==> src/rtl/sd_pkg.sv <==
// sd_pkg: shared state encoding and framing constants for the SD DAT transmit path
package sd_pkg;
    typedef enum logic [2:0] {IDLE, START_BIT, DATA, CRC, END_BIT, FINISH} state_t;
    localparam logic [15:0] CRC16_POLY = 16'h1021;
    localparam logic SD_START_BIT = 1'b0;
    localparam logic SD_END_BIT = 1'b1;
endpackage

==> src/rtl/serial_CRC16.sv <==
// serial_CRC16: bit-serial CRC-16 LFSR (x^16+x^12+x^5+1), zero initial value
module serial_CRC16 (
    input  logic        CLK,
    input  logic        RST,
    input  logic        ENA,
    input  logic        BITVAL,
    output logic [15:0] CRC
);
    always_ff @(posedge CLK) begin
        if (RST) CRC <= '0;
        else if (ENA) CRC <= {CRC[14:0], 1'b0} ^ ({16{CRC[15] ^ BITVAL}} & sd_pkg::CRC16_POLY);
    end
endmodule

==> src/rtl/sd_dat_block_tx.sv <==
// sd_dat_block_tx: frames one data block on DAT0 as start bit, data MSB-first, CRC-16, end bit
module sd_dat_block_tx
    import sd_pkg::*;
#(
    parameter int BLOCK_BYTES = 512,
    parameter int CNT_W = 12
) (
    input  logic       CLK,
    input  logic       RST,
    input  logic       BIT_EN,
    input  logic       START,
    input  logic [7:0] DIN,
    input  logic       DIN_VALID,
    output logic       DIN_READY,
    output logic       DAT_OUT,
    output logic       DAT_OE,
    output logic       BUSY,
    output logic       DONE,
    output logic       ERR
);
    localparam logic [CNT_W:0] LAST = (CNT_W + 1)'(BLOCK_BYTES);
    state_t state;
    logic [7:0] hold, sr, next_byte;
    logic [15:0] crc_sr, crc;
    logic [CNT_W:0] acc_cnt, byte_cnt;
    logic [2:0] bit_cnt;
    logic [4:0] crc_cnt;
    logic hold_full, accept, avail, need, take, underrun, crc_clr, crc_ena;

    assign DIN_READY = BUSY && !hold_full && acc_cnt < LAST;
    assign accept = DIN_VALID && DIN_READY;
    // a byte accepted on the load edge bypasses the hold register straight into sr
    assign avail = hold_full || accept;
    assign next_byte = hold_full ? hold : DIN;
    assign need = BIT_EN && (state == START_BIT || (state == DATA && bit_cnt == 3'd7 && byte_cnt != LAST));
    assign take = need && avail;
    assign underrun = need && !avail;
    assign crc_clr = state == IDLE && START;
    assign crc_ena = state == DATA && BIT_EN;

    serial_CRC16 u_crc (
        .CLK(CLK),
        .RST(RST | crc_clr),
        .ENA(crc_ena),
        .BITVAL(sr[7]),
        .CRC(crc)
    );

    always_ff @(posedge CLK) begin
        if (RST) begin
            state <= IDLE;
            DAT_OUT <= 1'b1;
            DAT_OE <= 1'b0;
            BUSY <= 1'b0;
            DONE <= 1'b0;
            ERR <= 1'b0;
            hold <= '0;
            hold_full <= 1'b0;
            sr <= '0;
            crc_sr <= '0;
            acc_cnt <= '0;
            byte_cnt <= '0;
            bit_cnt <= '0;
            crc_cnt <= '0;
        end else begin
            DONE <= 1'b0;
            ERR <= 1'b0;
            if (accept) acc_cnt <= acc_cnt + 1'b1;
            if (accept && !take) hold <= DIN;
            hold_full <= take ? 1'b0 : (accept || hold_full);
            if (take) begin
                sr <= next_byte;
                byte_cnt <= byte_cnt + 1'b1;
            end
            case (state)
                IDLE: if (START) begin
                    state <= START_BIT;
                    BUSY <= 1'b1;
                    acc_cnt <= '0;
                    byte_cnt <= '0;
                    bit_cnt <= '0;
                    crc_cnt <= '0;
                end
                START_BIT: if (take) begin
                    DAT_OE <= 1'b1;
                    DAT_OUT <= SD_START_BIT;
                    state <= DATA;
                end
                DATA: if (BIT_EN) begin
                    DAT_OUT <= sr[7];
                    if (!take) sr <= {sr[6:0], 1'b0};
                    bit_cnt <= bit_cnt + 1'b1;
                    if (bit_cnt == 3'd7 && byte_cnt == LAST) state <= CRC;
                end
                CRC: if (BIT_EN) begin
                    DAT_OUT <= crc_cnt == 5'd0 ? crc[15] : crc_sr[15];
                    crc_sr <= crc_cnt == 5'd0 ? {crc[14:0], 1'b0} : {crc_sr[14:0], 1'b0};
                    crc_cnt <= crc_cnt + 1'b1;
                    if (crc_cnt == 5'd15) state <= END_BIT;
                end
                END_BIT: if (BIT_EN) begin
                    DAT_OUT <= SD_END_BIT;
                    state <= FINISH;
                end
                FINISH: begin
                    DAT_OE <= 1'b0;
                    DONE <= 1'b1;
                    BUSY <= 1'b0;
                    state <= IDLE;
                end
                default: state <= IDLE;
            endcase
            if (underrun) begin
                DAT_OUT <= 1'b1;
                DAT_OE <= 1'b0;
                DONE <= 1'b1;
                ERR <= 1'b1;
                BUSY <= 1'b0;
                hold_full <= 1'b0;
                state <= IDLE;
            end
        end
    end
endmodule
==> config.mk <==
export PLATFORM = sky130hd
export DESIGN_NAME = sd_dat_block_tx
export DESIGN_NICKNAME = d
export VERILOG_FILES = /design/src/rtl/sd_pkg.sv /design/src/rtl/serial_CRC16.sv /design/src/rtl/sd_dat_block_tx.sv
export SDC_FILE = /design/constraint.sdc
export NUM_CORES = 1
export LEC_CHECK = 0
export CORE_UTILIZATION = 54
export CTS_CLUSTER_DIAMETER = 60
export DETAILED_ROUTE_END_ITERATION = 12
export PLACE_DENSITY = 0.79
export RECOVER_POWER = 50
export SLEW_MARGIN = 30
export SYNTH_ARGS = -nofsm -noshare
export SYNTH_HDL_FRONTEND = slang
export SYNTH_HIERARCHICAL = 1
export SYNTH_SLANG_ARGS = --single-unit
==> constraint.sdc <==
create_clock -name CLK -period 2.3 [get_ports CLK]
set_input_delay 0.23 -clock CLK [delete_from_list [all_inputs] [get_ports CLK]]
set_output_delay 0.23 -clock CLK [all_outputs]
set_load 0.02 [all_outputs]
* Word-level counts from Yosys, hierarchy flattened *
Cells that the tools add are included.

cells by class
  add/sub/neg operators = 4
  order comparisons = 1
  equal/unequal tests = 16
  mux-type cells = 39
  bitwise gates (word level) = 3
  reductions and logical operators = 33

operators by type and width
  operator                                                 count
  2-to-1 mux 13 bit                                        6
  2-to-1 mux 8 bit                                         5
  2-to-1 mux 3 bit                                         9
  adder 13 x 1 -> 13 bit, second input constant            2
  2-to-1 mux 16 bit                                        1
  bitwise XOR 16 x 13 -> 16 bit                            1
  case mux 3 bit (5 select lines)                          1
  equality test 13 x 10 -> 1 bit, second input constant    1
  < comparator 13 x 10 -> 1 bit, second input constant     1
  inequality test 13 x 10 -> 1 bit, second input constant  1
  logical AND 1 bit                                        12
  inequality test 2 bit, second input constant             6
  2-to-1 mux 1 bit                                         10
  2-to-1 mux 5 bit                                         2
  case mux 5 bit (2 select lines)                          1
  equality test 3 bit, second input constant               3
  nonzero test 2 bit                                       4
  AND reduction 7 bit                                      1
  equality test 3 x 2 -> 1 bit, second input constant      2
  case mux 3 bit (2 select lines)                          1
  AND reduction 2 bit                                      3
  AND reduction 3 bit                                      2
  adder 5 x 1 -> 5 bit, second input constant              1
  equality test 5 x 4 -> 1 bit, second input constant      1
  15 further kinds                                         19

storage, ports and cells
  flip-flop bits (word level) = 91

* Depth between registers and ports, before layout *
Gate-level depths: netlist (run 1).

  word-level depth = 10
  mapped depth = 9

* Cells and area by module *
The synthesis (run 1) kept the hierarchy.

modules (own cells, without submodules)
  module           times used  cells each  area each (um2)  sequential area each (um2)
  sd_dat_block_tx  1           393         3523.4           1481.4
  serial_CRC16     1           57          615.6            320.3

* Least setup slack after synthesis (run 1) *
Ideal clock, no wire load.

  path kind = flip-flop to flip-flop
  start = register state[0]
  end = register u_crc.CRC[10]
  library setup time = 0.128 ns
  data arrival time = 2.102 ns
  data required time = 2.172 ns
  setup slack = 0.070 ns
  stages on the path, launching flop included = 9
  clock period less this slack = 2.230 ns
  cells stage by stage = dfxtp_1 > buf_2 > nor4b_1 > nor2_1 > inv_2 > clkbuf_1 > buf_4 > clkbuf_1 > nor2_1

on the way
  cells in the longest elaborated chain, start to end = 3
  elaborated cells between the ends (all ways) = 5
  classes of those cells = 1 x eq/ne; 1 x bitwise; 3 x reduce/logical

RTL lines
  item                    RTL line               source
  from (decl)             sd_dat_block_tx.sv:22  state_t state;
  from (signal assigned)  sd_dat_block_tx.sv:51  state <= IDLE;
  from (signal assigned)  sd_dat_block_tx.sv:77  state <= START_BIT;
  from (signal assigned)  sd_dat_block_tx.sv:87  state <= DATA;
  logical NOT 3 bit       sd_dat_block_tx.sv:38  assign crc_clr = state == IDLE && START;
  logical AND 1 bit       sd_dat_block_tx.sv:38
  OR 1 bit                sd_dat_block_tx.sv:43  .RST(RST | crc_clr),
  to (signal assigned)    serial_CRC16.sv:11     else if (ENA) CRC <= {CRC[14:0], 1'b0} ^ ({16{CRC[15] ^ BITVAL}} & sd_pkg::CRC16_POLY);
  to (decl)               serial_CRC16.sv:7      output logic [15:0] CRC

Parallel ways exist; a longest one is shown, timed or not.
A chain may end at the register's enable or synchronous reset.

* Worst setup path after layout (run 1) *
  start = register byte_cnt[0]
  end = register hold[4]

on the way
  cells in the longest elaborated chain, start to end = 7

RTL lines
  item                              RTL line               source
  from (decl)                       sd_dat_block_tx.sv:25  logic [CNT_W:0] acc_cnt, byte_cnt;
  from (signal assigned)            sd_dat_block_tx.sv:73  byte_cnt <= byte_cnt + 1'b1;
  inequality test 13 x 10 -> 1 bit  sd_dat_block_tx.sv:35  assign need = BIT_EN && (state == START_BIT || (state == DATA && bit_cnt == 3'd7 && byte_cnt != LAST));
  logical AND 1 bit                 sd_dat_block_tx.sv:35
  logical OR 1 bit                  sd_dat_block_tx.sv:35
  logical AND 1 bit                 sd_dat_block_tx.sv:35
  logical AND 1 bit                 sd_dat_block_tx.sv:36  assign take = need && avail;
  logical NOT 1 bit                 --
  logical AND 1 bit                 sd_dat_block_tx.sv:69  if (accept && !take) hold <= DIN;
  to (signal assigned)              sd_dat_block_tx.sv:57  hold <= '0;
  to (signal assigned)              sd_dat_block_tx.sv:69
  to (decl)                         sd_dat_block_tx.sv:23  logic [7:0] hold, sr, next_byte;

Every way passes these cells.

==> results of run 1 <==
## cells by family after synthesis
kind of cell	after synthesis	synth area share, %
AOI/OAI and AO/OA	86	14.63
DFF	90	43.53
xor gates and xnor gates	9	1.905
and+or+nand+nor	173	21.64
adders and majority gates	8	2.418
buffers and inverters	37	4.474
muxes	47	11.40
## repair_timing
action,in CTS,in global routing
endpoints found under the setup margin,16,17
setup buffers,2,0
pin swaps,1,5
resized for setup,1,8
## sequential cells by signal, indices dropped and copies added, names as in the netlist
signal	flops
BUSY	1
ERR	1
DAT_OE	1
sr	8
DAT_OUT	1
crc_sr	15
acc_cnt	13
state	3
bit_cnt	3
u_crc/CRC	16
DONE	1
byte_cnt	13
hold_full	1
hold	8
crc_cnt	5
## power by group through the flow
stage               clock network, W  registers (W)  logic, W
finish                       0.00110        0.00159  0.000266
CTS                          0.00112        0.00159  0.000269
global placement                   0        0.00163  0.000252
floorplan                          0        0.00163  0.000160
global route                 0.00118        0.00160  0.000295
detailed placement                 0        0.00163  0.000259
## final cells by class
cell class / count / area (sq um)
multi-input combinational: 323 / 2188
inverter: 11 / 41.29
fill: 622 / 2576
sequential: 90 / 1804
timing repair buffer: 46 / 399.1
clock inverter: 7 / 73.82
clock buffer: 9 / 123.9
tap: 99 / 123.9
## synthesized netlist by cell type, drive strengths merged (4+ instances only)
cell / n
mux2i: 46
xor2: 6
or4b: 4
a211oi: 30
nor2b: 11
nand3: 12
buf: 10
and3: 7
o31ai: 5
or4: 7
o21ai: 6
nand2: 26
a31oi: 4
nor2: 73
inv: 11
clkbuf: 16
and2: 4
ha: 8
dfxtp: 90
a21oi: 24
nor3: 6
nand4: 6
## per-stage QoR
stage	hold slack, ps	cells	power (W)	TNS [ps]
final	469.2	585	0.002956	-27.12
after global routing	505.7	585	0.003070	-743.7
after CTS	473.0	585	0.002978	-11.43
after detailed placement	445.8	567	0.001889	-605.8
after global placement	444.2	567	0.001881	0
after floorplan	376.9	450	0.001791	0
## layout by cell type (no fill, tap or decap), types with 3 or more instances in the layout
cell | synthesis | final
sky130_fd_sc_hd__nor2b_1 | 11 | 11
sky130_fd_sc_hd__o31ai_1 | 5 | 5
sky130_fd_sc_hd__a211oi_2 | 3 | 4
sky130_fd_sc_hd__a22oi_1 | 3 | 3
sky130_fd_sc_hd__or4_1 | 6 | 6
sky130_fd_sc_hd__inv_6 | 0 | 3
sky130_fd_sc_hd__dlygate4sd3_1 | 0 | 5
sky130_fd_sc_hd__ha_1 | 8 | 7
sky130_fd_sc_hd__nor3_1 | 6 | 6
sky130_fd_sc_hd__dfxtp_1 | 90 | 88
sky130_fd_sc_hd__nor3b_1 | 3 | 3
sky130_fd_sc_hd__xnor2_1 | 3 | 3
sky130_fd_sc_hd__clkbuf_8 | 0 | 9
sky130_fd_sc_hd__nand2_1 | 26 | 26
sky130_fd_sc_hd__a21oi_1 | 23 | 23
sky130_fd_sc_hd__nor2_1 | 73 | 72
sky130_fd_sc_hd__inv_1 | 10 | 9
sky130_fd_sc_hd__a31oi_1 | 4 | 4
sky130_fd_sc_hd__clkdlybuf4s50_1 | 0 | 13
sky130_fd_sc_hd__buf_4 | 1 | 20
sky130_fd_sc_hd__o21ai_0 | 5 | 5
sky130_fd_sc_hd__a211oi_1 | 27 | 26
sky130_fd_sc_hd__and3_1 | 7 | 7
sky130_fd_sc_hd__and2_1 | 4 | 3
sky130_fd_sc_hd__nand3_1 | 11 | 11
sky130_fd_sc_hd__nand4_1 | 6 | 6
sky130_fd_sc_hd__mux2i_1 | 46 | 46
sky130_fd_sc_hd__xor2_1 | 6 | 6
sky130_fd_sc_hd__nand3b_1 | 3 | 3
sky130_fd_sc_hd__clkbuf_2 | 0 | 5
## path summary, 6_finish.rpt
kind	startpoint	to	slack (ps)	cells past startpoint
setup reg to reg	byte_cnt[0]$_SDFF_PP0_	hold[4]$_SDFFE_PP0P_	-10	8
hold / removal	acc_cnt[10]$_SDFF_PP0_	acc_cnt[10]$_SDFF_PP0_	470	1
hold reg to reg	acc_cnt[10]$_SDFF_PP0_	acc_cnt[10]$_SDFF_PP0_	470	1
setup / recovery	byte_cnt[0]$_SDFF_PP0_	hold[4]$_SDFFE_PP0P_	-10	8
## routing by layer
layer  vias up  global-route usage, %  routed length (um)
li1       1683                      -                   -
met1      1583                  32.42                4176
met2        70                  38.22                3942
met3        15                  3.878                 319
met4         0                  9.957                 170
met5         -                      0                   0
## critical path, cell delays in order, from the launching register on
cell	delay [ps]
sky130_fd_sc_hd__dfxtp_2	340
sky130_fd_sc_hd__inv_2	70
sky130_fd_sc_hd__ha_4	120
sky130_fd_sc_hd__or4b_4	460
sky130_fd_sc_hd__or4_4	600
sky130_fd_sc_hd__a21oi_4	190
sky130_fd_sc_hd__buf_12	150
sky130_fd_sc_hd__mux2i_1	190
sky130_fd_sc_hd__nor2_1	60
==> impl_metrics.yaml, run 1 <==
status:
  run_status: "finished with violations"
  violations: "setup timing"
setup_path:
  critPathCaptureType: "flip-flop"
  start_kind: "flip-flop"
  crit_path_max_fanout: 8
  criticalPathCategory: "reg -> reg"
  worstPathRequired_ps: 2520
  cp_data_arrival_time_ps: 2530
floorplanning:
  fp.dieArea_sq_um: 8019
  die_width_um: 89.55
  num_rows: 31
  initial_standard_cell_utilization_of_the_core_pct: 56.46
  fp.dieH_um: 89.55
  top_level_ports: 19
  core_region_area_sq_um: 7331
pwr:
  p_int_w: 0.002204
  power.switching_fraction_pct: 25.46
  power_leakage_nw: 1.727
  vdd.ir_drop.worst_mv: 0.3941
  switchingPower_w: 0.0007526
  clkPwrFrac_pct: 37.1
  seq_power_share_pct: 53.9
  power.share.combinational_pct: 9.0
  power-per-cell-area_nw_per_um2: 621.8
yosys:
  synthFlopType: "sky130_fd_sc_hd__dfxtp_1"
  synthesized_area_sq_um: 4139
  synth_enable_flop_cells: 0
  synth_nets: 471
  post_synth_main_area_contributors: "sky130_fd_sc_hd__dfxtp_1, sky130_fd_sc_hd__mux2i_1, sky130_fd_sc_hd__nor2_1"
  synth_area_leader_cell: "sky130_fd_sc_hd__dfxtp_1"
  synthesis.yosys.warnings: 6
  async_reset_ff_share_pct: 0
  synth_seq_area_share_pct: 43.53
  synthesis.instances: 450
  synth_top_area_share_pct: 43.53
  synth.avg_cell_area_sq_um: 9.198
  netlist-cell-type-count: 54
  yosys_register_bits: 90
layout:
  finalNetCount: 502
  stdcell_area_sq_um: 4755
  insertedDiodeCount: 0
  finish.utilization_pct: 64.86
  fraction_of_final_layout_cells_with_drive_strength_greater_than_1_pct: 12.76
  area_growth_pct: 14.87
routing:
  vias_cell: 5.728
  wl_per_cell_um: 14.72
  drc: 0
  route.final.wire_length_um: 8609
  drt.antenna.violating_nets: 0
  detail_route.first_pass.iterations: 4
  detailroute.via_count: 3351
  dr.first_iter.drc_count: 161
clock_network:
  postCtsHoldBufs: 0
  clock_buffers_created_by_tritoncts: 9
  cts-root-to-sink-buffers: 2
  htreeDepth: 3
  clk-insertion-delay-late_ps: 350
  cts_tree: "yes"
  clock-root-buffer: "sky130_fd_sc_hd__clkbuf_8"
  clkTransAtPathRegs_ps: 100
  clkSinkCount: 90
grt:
  wire_length_of_the_first_global_routing_pass_um: 14830
  pin_count_of_the_biggest_net_entering_global_routing: 44
  grt_antenna_before_repair: 0
  grt_pass1_vias: 3199
  grt_use_total_pct: 24.02
  grt_remaining_overflow: 0
placed_design:
  dpl.hpwl_um: 6135
  place_area_sq_um: 4533
  gp_congestion: 0.8619
  pre_cts_slack_ps: -87.48
  port_buffer_count: 18
sta:
  finalWorstSetupSlack_ps: -13.74
  achievable-frequency_mhz: 432.2
  timing_max_transition_violations_final: 0
  timing_worst_slew_pin_value_ps: 639.4
  relative_slew_slack_pct: 57.28
  layout_worst_path_cycle_share_pct: 100.6
  finClkSkew_ps: 10.42
  fin_crit_ps: 2314
  grt_setup_unrepaired: "yes"
  timing.final.setup_violations: 2
  hold_viol: 0
run:
  timing.max_cap.violations: 0
worst_hold_path:
  worst_min_delay_path_category: "reg -> reg"
Note: power is estimated with default switching activity, not from simulation.
==> run 2, diff against run 1 <==
Settings changed: CAP_MARGIN from default to 20.
==> results of run 2 <==
No change in the layout: final DEF, timing and power equal those of run 1.
==> run 3, diff against run 2 <==
Settings changed: CTS_CLUSTER_SIZE from default to 14.
==> results of run 3 <==
No change in the layout: final DEF, timing and power equal those of run 1.
